[src/rtl/control_cpu.sv]
// control_cpu: multi-cycle control sequencer for the 32-bit CPU datapath.
// One instruction in flight; FETCH -> DECODE -> EXEC -> MEM -> WB as needed.
// Outputs are combinational from the state and the current opcode/funct.
// Optional build macro: CONTROL_CPU_ILLEGAL_HALT_EN (illegal opcode -> HALT
// until rst); when undefined an illegal opcode runs as a 2-cycle nop.
// Ports:
//   clk, rst                     clock (rising), async active-high reset
//   opcode, funct                decoded instruction fields
//   is_alu_zero                  ALU zero flag (beq outcome)
//   is_full_rnum1/2              pending-write hazards on rs / rt
//   is_load_PC, control_mux_for_PC  PC strobe and source (0 +1, 1 +IMM, 2 jump)
//   is_write_reg/mem, is_write_from_mem  write enables and write-back source
//   opcode_alu                   ALU operation
//   is_R_type/is_I_type/is_J_type instruction class flags
//   is_nop                       idle or stalled; clears hazard bookkeeping
module control_cpu #(
  parameter logic [5:0] OPC_ADD = 6'b100000,
  parameter logic [5:0] OPC_SUB = 6'b100010
) (
  input  logic       clk,
  input  logic       rst,
  input  logic [5:0] opcode,
  input  logic [5:0] funct,
  input  logic       is_alu_zero,
  input  logic       is_full_rnum1,
  input  logic       is_full_rnum2,
  output logic       is_load_PC,
  output logic [1:0] control_mux_for_PC,
  output logic       is_write_reg,
  output logic       is_write_mem,
  output logic       is_write_from_mem,
  output logic [5:0] opcode_alu,
  output logic       is_R_type,
  output logic       is_I_type,
  output logic       is_J_type,
  output logic       is_nop
);

  localparam logic [5:0] OP_R    = 6'b000000;
  localparam logic [5:0] OP_ADDI = 6'b001000;
  localparam logic [5:0] OP_LW   = 6'b100011;
  localparam logic [5:0] OP_SW   = 6'b101011;
  localparam logic [5:0] OP_BEQ  = 6'b000100;
  localparam logic [5:0] OP_J    = 6'b000010;

  localparam logic [1:0] PC_SEQ = 2'd0;
  localparam logic [1:0] PC_IMM = 2'd1;
  localparam logic [1:0] PC_JMP = 2'd2;

  typedef enum logic [2:0] {
    S_FETCH, S_DECODE, S_EXEC, S_MEM, S_WB, S_HALT
  } state_t;

  state_t state, state_next;

  // Instruction class decode
  logic op_r, op_addi, op_lw, op_sw, op_beq, op_j, op_legal;
  logic reads_rs, reads_rt, stall;
  logic [5:0] alu_op;

  assign op_r     = (opcode == OP_R);
  assign op_addi  = (opcode == OP_ADDI);
  assign op_lw    = (opcode == OP_LW);
  assign op_sw    = (opcode == OP_SW);
  assign op_beq   = (opcode == OP_BEQ);
  assign op_j     = (opcode == OP_J);
  assign op_legal = op_r | op_addi | op_lw | op_sw | op_beq | op_j;

  // Only operands the instruction actually reads can hold it in DECODE
  assign reads_rs = op_r | op_addi | op_lw | op_sw | op_beq;
  assign reads_rt = op_r | op_sw | op_beq;
  assign stall    = (is_full_rnum1 & reads_rs) | (is_full_rnum2 & reads_rt);

  always_comb begin
    alu_op = 6'd0;
    if (op_r)                           alu_op = funct;
    else if (op_addi | op_lw | op_sw)   alu_op = OPC_ADD;
    else if (op_beq)                    alu_op = OPC_SUB;
  end

  // State register
  always_ff @(posedge clk or posedge rst) begin
    if (rst) state <= S_FETCH;
    else     state <= state_next;
  end

  // Next state and control outputs
  always_comb begin
    state_next         = state;
    is_load_PC         = 1'b0;
    control_mux_for_PC = PC_SEQ;
    is_write_reg       = 1'b0;
    is_write_mem       = 1'b0;
    is_write_from_mem  = 1'b0;
    opcode_alu         = 6'd0;
    is_R_type          = 1'b0;
    is_I_type          = 1'b0;
    is_J_type          = 1'b0;
    is_nop             = 1'b0;

    // Class flags and ALU op stay valid for the whole instruction body
    if (state == S_DECODE || state == S_EXEC || state == S_MEM || state == S_WB) begin
      is_R_type  = op_r;
      is_I_type  = op_addi | op_lw | op_sw | op_beq;
      is_J_type  = op_j;
      opcode_alu = alu_op;
    end

    case (state)
      S_FETCH: begin
        is_nop     = 1'b1;
        state_next = S_DECODE;
      end
      S_DECODE: begin
        if (!op_legal) begin
          is_nop     = 1'b1;
`ifdef CONTROL_CPU_ILLEGAL_HALT_EN
          state_next = S_HALT;
`else
          is_load_PC = 1'b1;
          state_next = S_FETCH;
`endif
        end else if (stall) begin
          is_nop     = 1'b1;
          state_next = S_DECODE;
        end else if (op_j) begin
          is_load_PC         = 1'b1;
          control_mux_for_PC = PC_JMP;
          state_next         = S_FETCH;
        end else begin
          state_next = S_EXEC;
        end
      end
      S_EXEC: begin
        if (op_beq) begin
          is_load_PC         = 1'b1;
          control_mux_for_PC = is_alu_zero ? PC_IMM : PC_SEQ;
          state_next         = S_FETCH;
        end else if (op_lw | op_sw) begin
          state_next = S_MEM;
        end else begin
          state_next = S_WB;
        end
      end
      S_MEM: begin
        if (op_sw) begin
          is_write_mem = 1'b1;
          is_load_PC   = 1'b1;
          state_next   = S_FETCH;
        end else begin
          is_write_from_mem = 1'b1;
          state_next        = S_WB;
        end
      end
      S_WB: begin
        is_write_reg      = 1'b1;
        is_load_PC        = 1'b1;
        is_write_from_mem = op_lw;
        state_next        = S_FETCH;
      end
      S_HALT: begin
        is_nop     = 1'b1;
        state_next = S_HALT;
      end
      default: begin
        is_nop     = 1'b1;
        state_next = S_FETCH;
      end
    endcase
  end

endmodule

[config.mk]
export PLATFORM = sky130hd
export DESIGN_NAME = control_cpu
export DESIGN_NICKNAME = d
export VERILOG_FILES = /design/src/rtl/control_cpu.sv
export SDC_FILE = /design/constraint.sdc
export NUM_CORES = 1
export LEC_CHECK = 0
export BUFFER_PORTS_ARGS = -buffer_cell sky130_fd_sc_hd__buf_4
export CORE_MARGIN = 1.5
export CORE_UTILIZATION = 40
export CTS_BUF_LIST = sky130_fd_sc_hd__clkbuf_8
export DETAILED_ROUTE_END_ITERATION = 10
export PLACE_DENSITY = 0.75
export REMOVE_ABC_BUFFERS = 1
export SYNTH_ARGS = -nofsm -noshare
export SYNTH_HDL_FRONTEND = slang
export SYNTH_SLANG_ARGS = --single-unit
[constraint.sdc]
create_clock -name clk -period 1.9 [get_ports clk]
set_input_delay 0.095 -clock clk [delete_from_list [all_inputs] [get_ports clk]]
set_output_delay 0.095 -clock clk [all_outputs]
set_load 0.02 [all_outputs]
## Word level (Yosys, flattened, before mapping)

Cells that the tools add are included.
Widths: inputs -> output; s select.

- Bits in registers: 3
- Word-level logic and storage cells: 64
- Output and inout port bits: 16

- Equality and inequality tests: 10
- Muxes and demuxes: 33
- Reductions and logical operators: 6
- Bitwise gates (word level): 14

Operators with widths:

| operator | count |
|---|---|
| $mux 6 | 4 |
| $mux 1 | 15 |
| $pmux 3 s5 | 1 |
| $eq 6x6->1 const B | 2 |
| $mux 2 | 6 |
| $or 1x1->1 | 12 |
| $mux 3 | 3 |
| $eq 3x2->1 const B | 2 |
| $eq 3x3->1 const B | 2 |
| $eq 6x2->1 const B | 1 |
| $eq 6x3->1 const B | 1 |
| $eq 6x4->1 const B | 1 |
| $logic_not 6->1 | 1 |
| $pmux 1 s2 | 2 |
| $pmux 1 s4 | 1 |
| $pmux 2 s2 | 1 |
| $eq 3x1->1 const B | 1 |
| $logic_not 3->1 | 1 |
| $logic_or 1x1->1 | 3 |
| $reduce_or 3->1 | 1 |
| $and 1x1->1 | 2 |

## Longest topological paths before layout

Gate-level depths: netlist (run 1).

- Depth after elaboration: 10
- Depth in mapped cells: 6
- Depth with buffers taken out: 4

## Worst setup path before layout (run 1)

No wires, ideal clock.

- Path type: input port to output port
- From: in opcode[3]
- To: out opcode_alu[0]
- Stages on the path: 4
- Path buffers: 1
- Setup slack: -108 ps
- Data arrival time: 1,913 ps
- Required time: 1,805 ps
- Cell sequence: buf_6 -> or4_4 -> nor4_1 -> and2_1

- Longest elaborated chain between the ends: 6

RTL lines:

| what | line | text |
|---|---|---|
| start, declared | 22 | `input logic [5:0] opcode,` |
| $eq 6x4->1 or $eq 6x6->1 (tied branches) | 62, 63 |  |
| $or 1x1->1 (2 in series) | 77 | `else if (op_addi \| op_lw \| op_sw) alu_op = OPC_ADD;` |
| $mux 6 | 77 |  |
| $mux 6 * | 76 | `if (op_r) alu_op = funct;` |
| $mux 6 * | 102 | `if (state == S_DECODE \|\| state == S_EXEC \|\| state == S_MEM \|\| state == S_WB) begin` |
| end, declared | 32 | `output logic [5:0] opcode_alu,` |

Every way passes the cells marked *; elsewhere a longest branch is shown, timed or not.

## Worst setup path after layout (run 1)

- From: in opcode[3]
- To: out is_nop

- Longest elaborated chain between the ends: 10

RTL lines:

| what | line | text |
|---|---|---|
| $eq 6x4->1 or $logic_not 6->1 (tied branches) | 62, 61 |  |
| $or 1x1->1 (4 in series) | 67, 70 |  |
| $and 1x1->1 | 72 | `assign stall = (is_full_rnum1 & reads_rs) \| (is_full_rnum2 & reads_rt);` |
| $or 1x1->1 | 72 |  |
| $mux 1 | 123 | `end else if (stall) begin` |
| $mux 1 * | 115 | `if (!op_legal) begin` |
| $pmux 1 s2 * | 109 | `case (state)` |
| end, declared | 36 | `output logic is_nop` |

Marks and branches as above.

==> results of run 1 <==
==> kinds of logic (layout without fill, tap and decap cells) <==
group | count (synthesis) | after routing | synth area share (%)
compound gates | 16 | 16 | 21.96
xor+xnor | 1 | 1 | 1.636
buf+inv | 8 | 43 | 9.113
flops | 3 | 3 | 14.02
simple gates | 49 | 49 | 53.27
==> final timing paths <==
| check | startpoint | end | slack, ns |
|---|---|---|---|
| setup / recovery | opcode[3] | is_nop | 0.10 |
| hold / removal | opcode[4] | state[1] | 0.30 |
| setup reg to reg | state[0] | state[1] | 0.50 |
| hold reg to reg | state[1] | state[0] | 0.57 |
| max in group asynchronous | rst | state[1] | 1.44 |
| min in group asynchronous | rst | state[1] | 0.31 |
==> worst register-to-register path, delay by kind of cell, from the launching register on <==
| kind | cells | cell delay (ns) |
|---|---|---|
| compound gates | 1 | 0.17 |
| simple gates | 3 | 0.74 |
| flops | 1 | 0.43 |
==> through the flow <==
step,TNS [ns],util (%),power [mW]
2_1_floorplan,-0.3416,-,0.2910
3_5_place_dp,0,61.44,0.4217
4_1_cts,0,65.78,0.6119
3_3_place_gp,0,61.44,0.4246
6_report,0,66.47,0.6175
5_1_grt,0,66.47,0.6586
==> per-layer routing <==
layer  up-vias  share of wire [%]  track usage [%]
li1        356                  -                -
met1       339                 47            29.25
met2        29                 45            31.97
met3         2                6.4            3.409
met4         0                1.1            7.759
met5         -                  0                0
==> power by group through the flow <==
| stage | logic (mW) | registers, mW | clock network, mW |
|---|---|---|---|
| floorplan | 0.182 | 0.109 | 0 |
| global placement | 0.315 | 0.110 | 0 |
| detailed placement | 0.312 | 0.110 | 0 |
| CTS | 0.316 | 0.110 | 0.186 |
| global route | 0.350 | 0.116 | 0.193 |
| finish | 0.323 | 0.111 | 0.183 |
==> cell usage in the layout (no fill, tap or decap), drive strengths merged, types with 2 or more instances in the layout <==
master,instances
nor2b,3
and3,3
nor4,3
dfrtp,3
nand2b,2
nor2,10
nand2,5
and2,7
nor3,5
inv,4
nor4b,3
clkbuf,3
o21ai,4
nand4,2
o22ai,2
buf,35
==> timing repair <==
item,CTS,global route
endpoints found under the setup margin,0,2
hold buffers,1,0
resized for setup,0,2
hold endpoints to repair,3,0
==> area by class of cell <==
cell class,count,area (um2)
sequential,3,76.32
clock buffer,3,41.29
timing repair buffer,36,272.8
tap,15,18.77
multi-input combinational,66,419.2
clock inverter,1,3.754
fill,114,425.4
inverter,3,11.26
==> results.md, run 1 <==
* Final hold slack at around 0.3 ns
* Post-Place Cells at 122
* First-pass GRT wire length at approximately 2200 um
* Area leader, netlist: dfrtp_1
* MaxCap Viol Count at 0
* Clock Tree Root: clkbuf_8
* Worst Setup Slack, final at 0.1035 ns
* Buffers added on ports at 32
* CTS Sinks at 3
* Rows at 13
* Clock Skews at around 0.00055 ns
* Final Hold Vio Count at 0
* Psw at roughly 250 uW
* Fin crit period at ~1.8 ns
* DRT antenna net count at 0
* Part of the power in combinational logic at ~52%
* Synth-to-layout area growth at 57.48%
* PD cells at about 730 mW/mm2
* Most used cell, CP: buf_4
* Aggregate global routing overflow at 0
* Worst-path clk slew at around 0.030 ns
* Overall Global Routing Usage at between 20% and 30%
* Number of synthesized register bits at 3
* Initial DRC Count at 9
* Syn Area/Cell at between 6 and 7 um2
* Vias in the first global route at roughly 530
* Switching Fraction at 39.93%
* Post-synth cell types at 35
* WL final at roughly 1600 um
* P_leak at 0.3771 nW
* DR vias at between 700 and 800
* CORE AREA at ~0.0013 mm2
* Crit path kind: input port to primary output
* Mapped Cells at 77
* Hold Path Depth at 3
* CP Capture Type: primary output
* Asr flop ratio synth at between 90% and 100%
* Share of layout cells above drive strength 1 at between 40% and 50%
* Reg2reg path depth at 4
* Clock share of power at between 20% and 30%
* Sequential share of power at 18.0%
* Via/cell ratio at 5.717
* VDD IR max at roughly 630 uV
* Crit path cell chain: buf_4 > or4_4 > or3_1 > and3_4 > a41oi_2 > buf_4
* Synth cell count leaders: 10 x nor2_1, 7 x and2_1, 5 x nand2_1, 5 x nor3_1, 4 x o21ai_0
* Postcts setup bufs at 0
* Drt drc at 0
* Mapped Area at about 540 um2
* EDFF count, synth at 0
* Req. time, crit path at ~1.8 ns
* First-pass iteration count of the detailed router at 4
* Post-Place Worst Slack at 0.05099 ns
* Initial antenna violation count at 0
* CTS H-tree depth at 1
* Final period util at 94.55%
* Power Internal at around 370 uW
* Die Wd at 39.59 um
* Status: completed
* Part of the Yosys area used for sequential elements at between 10% and 20%
* Worst Setup Start Kind: input port
* Slew HR at roughly 67%
* CP Buf/Inv Count at 2
* Achievable frequency at approximately 560 MHz
* Design Area, Final at around 840 um2
* Fin nets at 130
* Initial core utilization at around 42%
* Actual slew at the worst max-slew pin at between 0.4 and 0.5 ns
* Post-Layout Cell Count at about 130
* Clk_lat worst skew at 0.22 ns
* RSZ-0062 raised after global routing: no
* IO Count at 33
* Routability congestion estimate at approximately 0.86
* Die area at 0.001567 mm2
* Ys flop type: dfrtp_1
* Synth area leaders: dfrtp_1 14%, and2_1 8.2%, nor2_1 7.0%
* Count leader, synth: nor2_1
* Synth Warn # at 0
* Biggest register: state
* Arr. time, crit path at between 1.5 and 2 ns
* Critical path's top delay family: simple AND/OR/NAND/NOR gates
* Routed WL per cell at ~13 um
* TritonCTS buffer count at 3
* Final setup fails at 0
* Chip height at between 30 and 40 um
* CTS tree: built
* Detailed Place HPWL at between 1000 and 1500 um
* Top-area cell type share of the netlist area at approximately 14%
* Max Slew Vio Count at 0
* Largest registers: state x3
* Pin count of the biggest net entering global routing at 11
* Ant diodes at 0
* Slowest stage delay, CP at about 0.55 ns
* Max FFs per register at 3
* WP depth at 6
* Post-DP Area at between 700 and 800 um2
* CP max FO at 9
* Hold Crit Class: input port to flop
* Slowest stage cell, crit path: or4_4
* Maximum root-to-sink buffer count at 2
Power figures use the tool's default switching activity.
==> inputs of run 2 (changes only) <==
==> constraint.sdc (replaced) <==
create_clock -name clk -period 1.9 [get_ports clk]
set_input_delay 0.095 -clock clk [delete_from_list [all_inputs] [get_ports clk]]
set_output_delay 0.095 -clock clk [all_outputs]
set_load 0.05 [all_outputs]
==> results.md, run 2 (synthesized netlist as in run 1, its figures left out) <==
* Status: completed
* TritonCTS buffer count at 3
* Design Area, Final at roughly 860 um2
* Postcts setup bufs at 0
* VDD IR max at about 570 uV
* Worst-path clk slew at roughly 0.030 ns
* Slowest stage cell, crit path: dfrtp_2
* First-pass GRT wire length at around 2400 um
* Overall Global Routing Usage at 23.24%
* Initial core utilization at a little over two fifths
* Initial antenna violation count at 0
* Clk_lat worst skew at 0.22 ns
* Via/cell ratio at around 5.7
* Maximum root-to-sink buffer count at 2
* Final setup fails at 0
* Pin count of the biggest net entering global routing at 11
* Detailed Place HPWL at roughly 1300 um
* CTS Sinks at 3
* PD cells at 801.2 mW/mm2
* Req. time, crit path at 1.80 ns
* Critical path's top delay family: flip-flops
* Max FFs per register at 3
* Slowest stage delay, CP at 0.47 ns
* Die area at ~0.0016 mm2
* Post-DP Area at between 700 and 800 um2
* P_leak at between 0.3 and 0.4 nW
* Layout fillers at 112
* Routed WL per cell at about 13 um
* Final Hold Vio Count at 0
* Biggest register: state
* Setup_tns at 0 ns
* Crit path cell chain: nor2_1 > xnor2_1 > or2_2 > a211oi_1 > buf_4
* Most common cell after layout, fill and taps aside: buf_4
* Final period util at between 90% and 100%
* Share of layout cells above drive strength 1 at about 41%
* CORE AREA at 0.001269 mm2
* Aggregate global routing overflow at 0
* Buffers added on ports at 32
* DR vias at 731
* First-pass iteration count of the detailed router at 4
* Synth-to-layout area growth at 60.28%
* CTS tree: built
* CP Capture Type: primary output
* Most frequent cells in the layout: 37 x buf_4, 10 x nor2_1, 7 x and2_1
* Slew HR at 73.51%
* Crit path kind: flop to primary output
* CP max FO at 10
* CTS H-tree depth at 1
* Die Wd at ~40 um
* Fin nets at 132
* Worst Setup Start Kind: flop
* IO Count at 33
* Clock Skews at 0.003986 ns
* Achievable frequency at roughly 550 MHz
* Chip height at roughly 40 um
* Vias in the first global route at 562
* Arr. time, crit path at around 1.7 ns
* Routability congestion estimate at 0.8705
* Largest registers: state x3
* CP Buf/Inv Count at 1
* RSZ-0062 raised after global routing: no
* DRT antenna net count at 0
* Max Slew Vio Count at 0
* Fin crit period at ~1.8 ns
* MaxCap Viol Count at 0
* Drt drc at 0
* Clock Tree Root: clkbuf_8
* WL final at around 1700 um
* Initial DRC Count at 17
* Ant diodes at 0
* Actual slew at the worst max-slew pin at just under 0.4 ns
* Rows at 13
* Hold Crit Class: input port to flop
[run 2: changes by cell type in the layout (fill, tap and decap cells not counted)]
cell	delta
buf_4	+2
[run 2: path summary, 6_finish.rpt]
kind | slack [ns] | cells after the start | from | endpoint
worst min register to register | 0.60 | 1 | state[0] | state[0]
worst max-delay path | 0.08 | 5 | state[0] | is_I_type
worst max register to register | 0.47 | 4 | state[0] | state[1]
max in group asynchronous | 1.46 | 3 | rst | state[0]
min in group asynchronous | 0.30 | 3 | rst | state[1]
worst min-delay path | 0.29 | 3 | opcode[4] | state[1]
[run 2: area by class of cell]
cell class	instances	area [um2]	area share, %
Tap cell	15	18.77	2.187
Inverter	3	11.26	1.312
Timing Repair Buffer	38	287.8	33.53
Multi-Input combinational cell	66	419.2	48.83
Clock inverter	1	3.754	0.4373
Clock buffer	3	41.29	4.810
Sequential cell	3	76.32	8.892
[run 2: metrics by stage]
stage	util (%)	hold slack, ns	power [mW]	setup slack, ns	instances
2_1_floorplan	-	-0.1514	0.3610	-1.158	72
3_3_place_gp	62.62	-0.03190	0.4835	0.06804	124
3_5_place_dp	62.62	-0.02728	0.4863	0.05782	124
4_1_cts	66.96	0.2890	0.6788	0.03403	129
5_1_grt	67.65	0.3044	0.7208	0.01913	129
6_report	67.65	0.2923	0.6877	0.08201	129
[run 2: timing repair]
action / 4_1_cts / 5_1_grt
setup endpoints to repair: 0 / 2
resized for setup: 0 / 2
hold buffers: 1 / 0
hold endpoints to repair: 3 / 0
[run 2: layer usage]
metal / track usage (%) / up-vias / wire [um]
met5: 0 / - / 0
met4: 7.759 / 0 / 18
met3: 8.523 / 2 / 135
met2: 35.66 / 37 / 782
met1: 29.39 / 332 / 751
li1: - / 360 / -
[run 2: where the power goes]
group          internal, mW  leakage (nW)  switching [mW]  total [mW]
Clock                 0.138        0.0269          0.0484       0.186
Combinational         0.144         0.323           0.233       0.377
Sequential           0.0835        0.0382          0.0407       0.124
Total                 0.365         0.389           0.323       0.688
[run 2: worst reg2reg max path: stages, from the launching register on]
cell	delay (ns)
dfrtp_2	0.46
nor2b_1	0.31
nand2_1	0.17
nor4b_1	0.27
a21bo_2	0.17
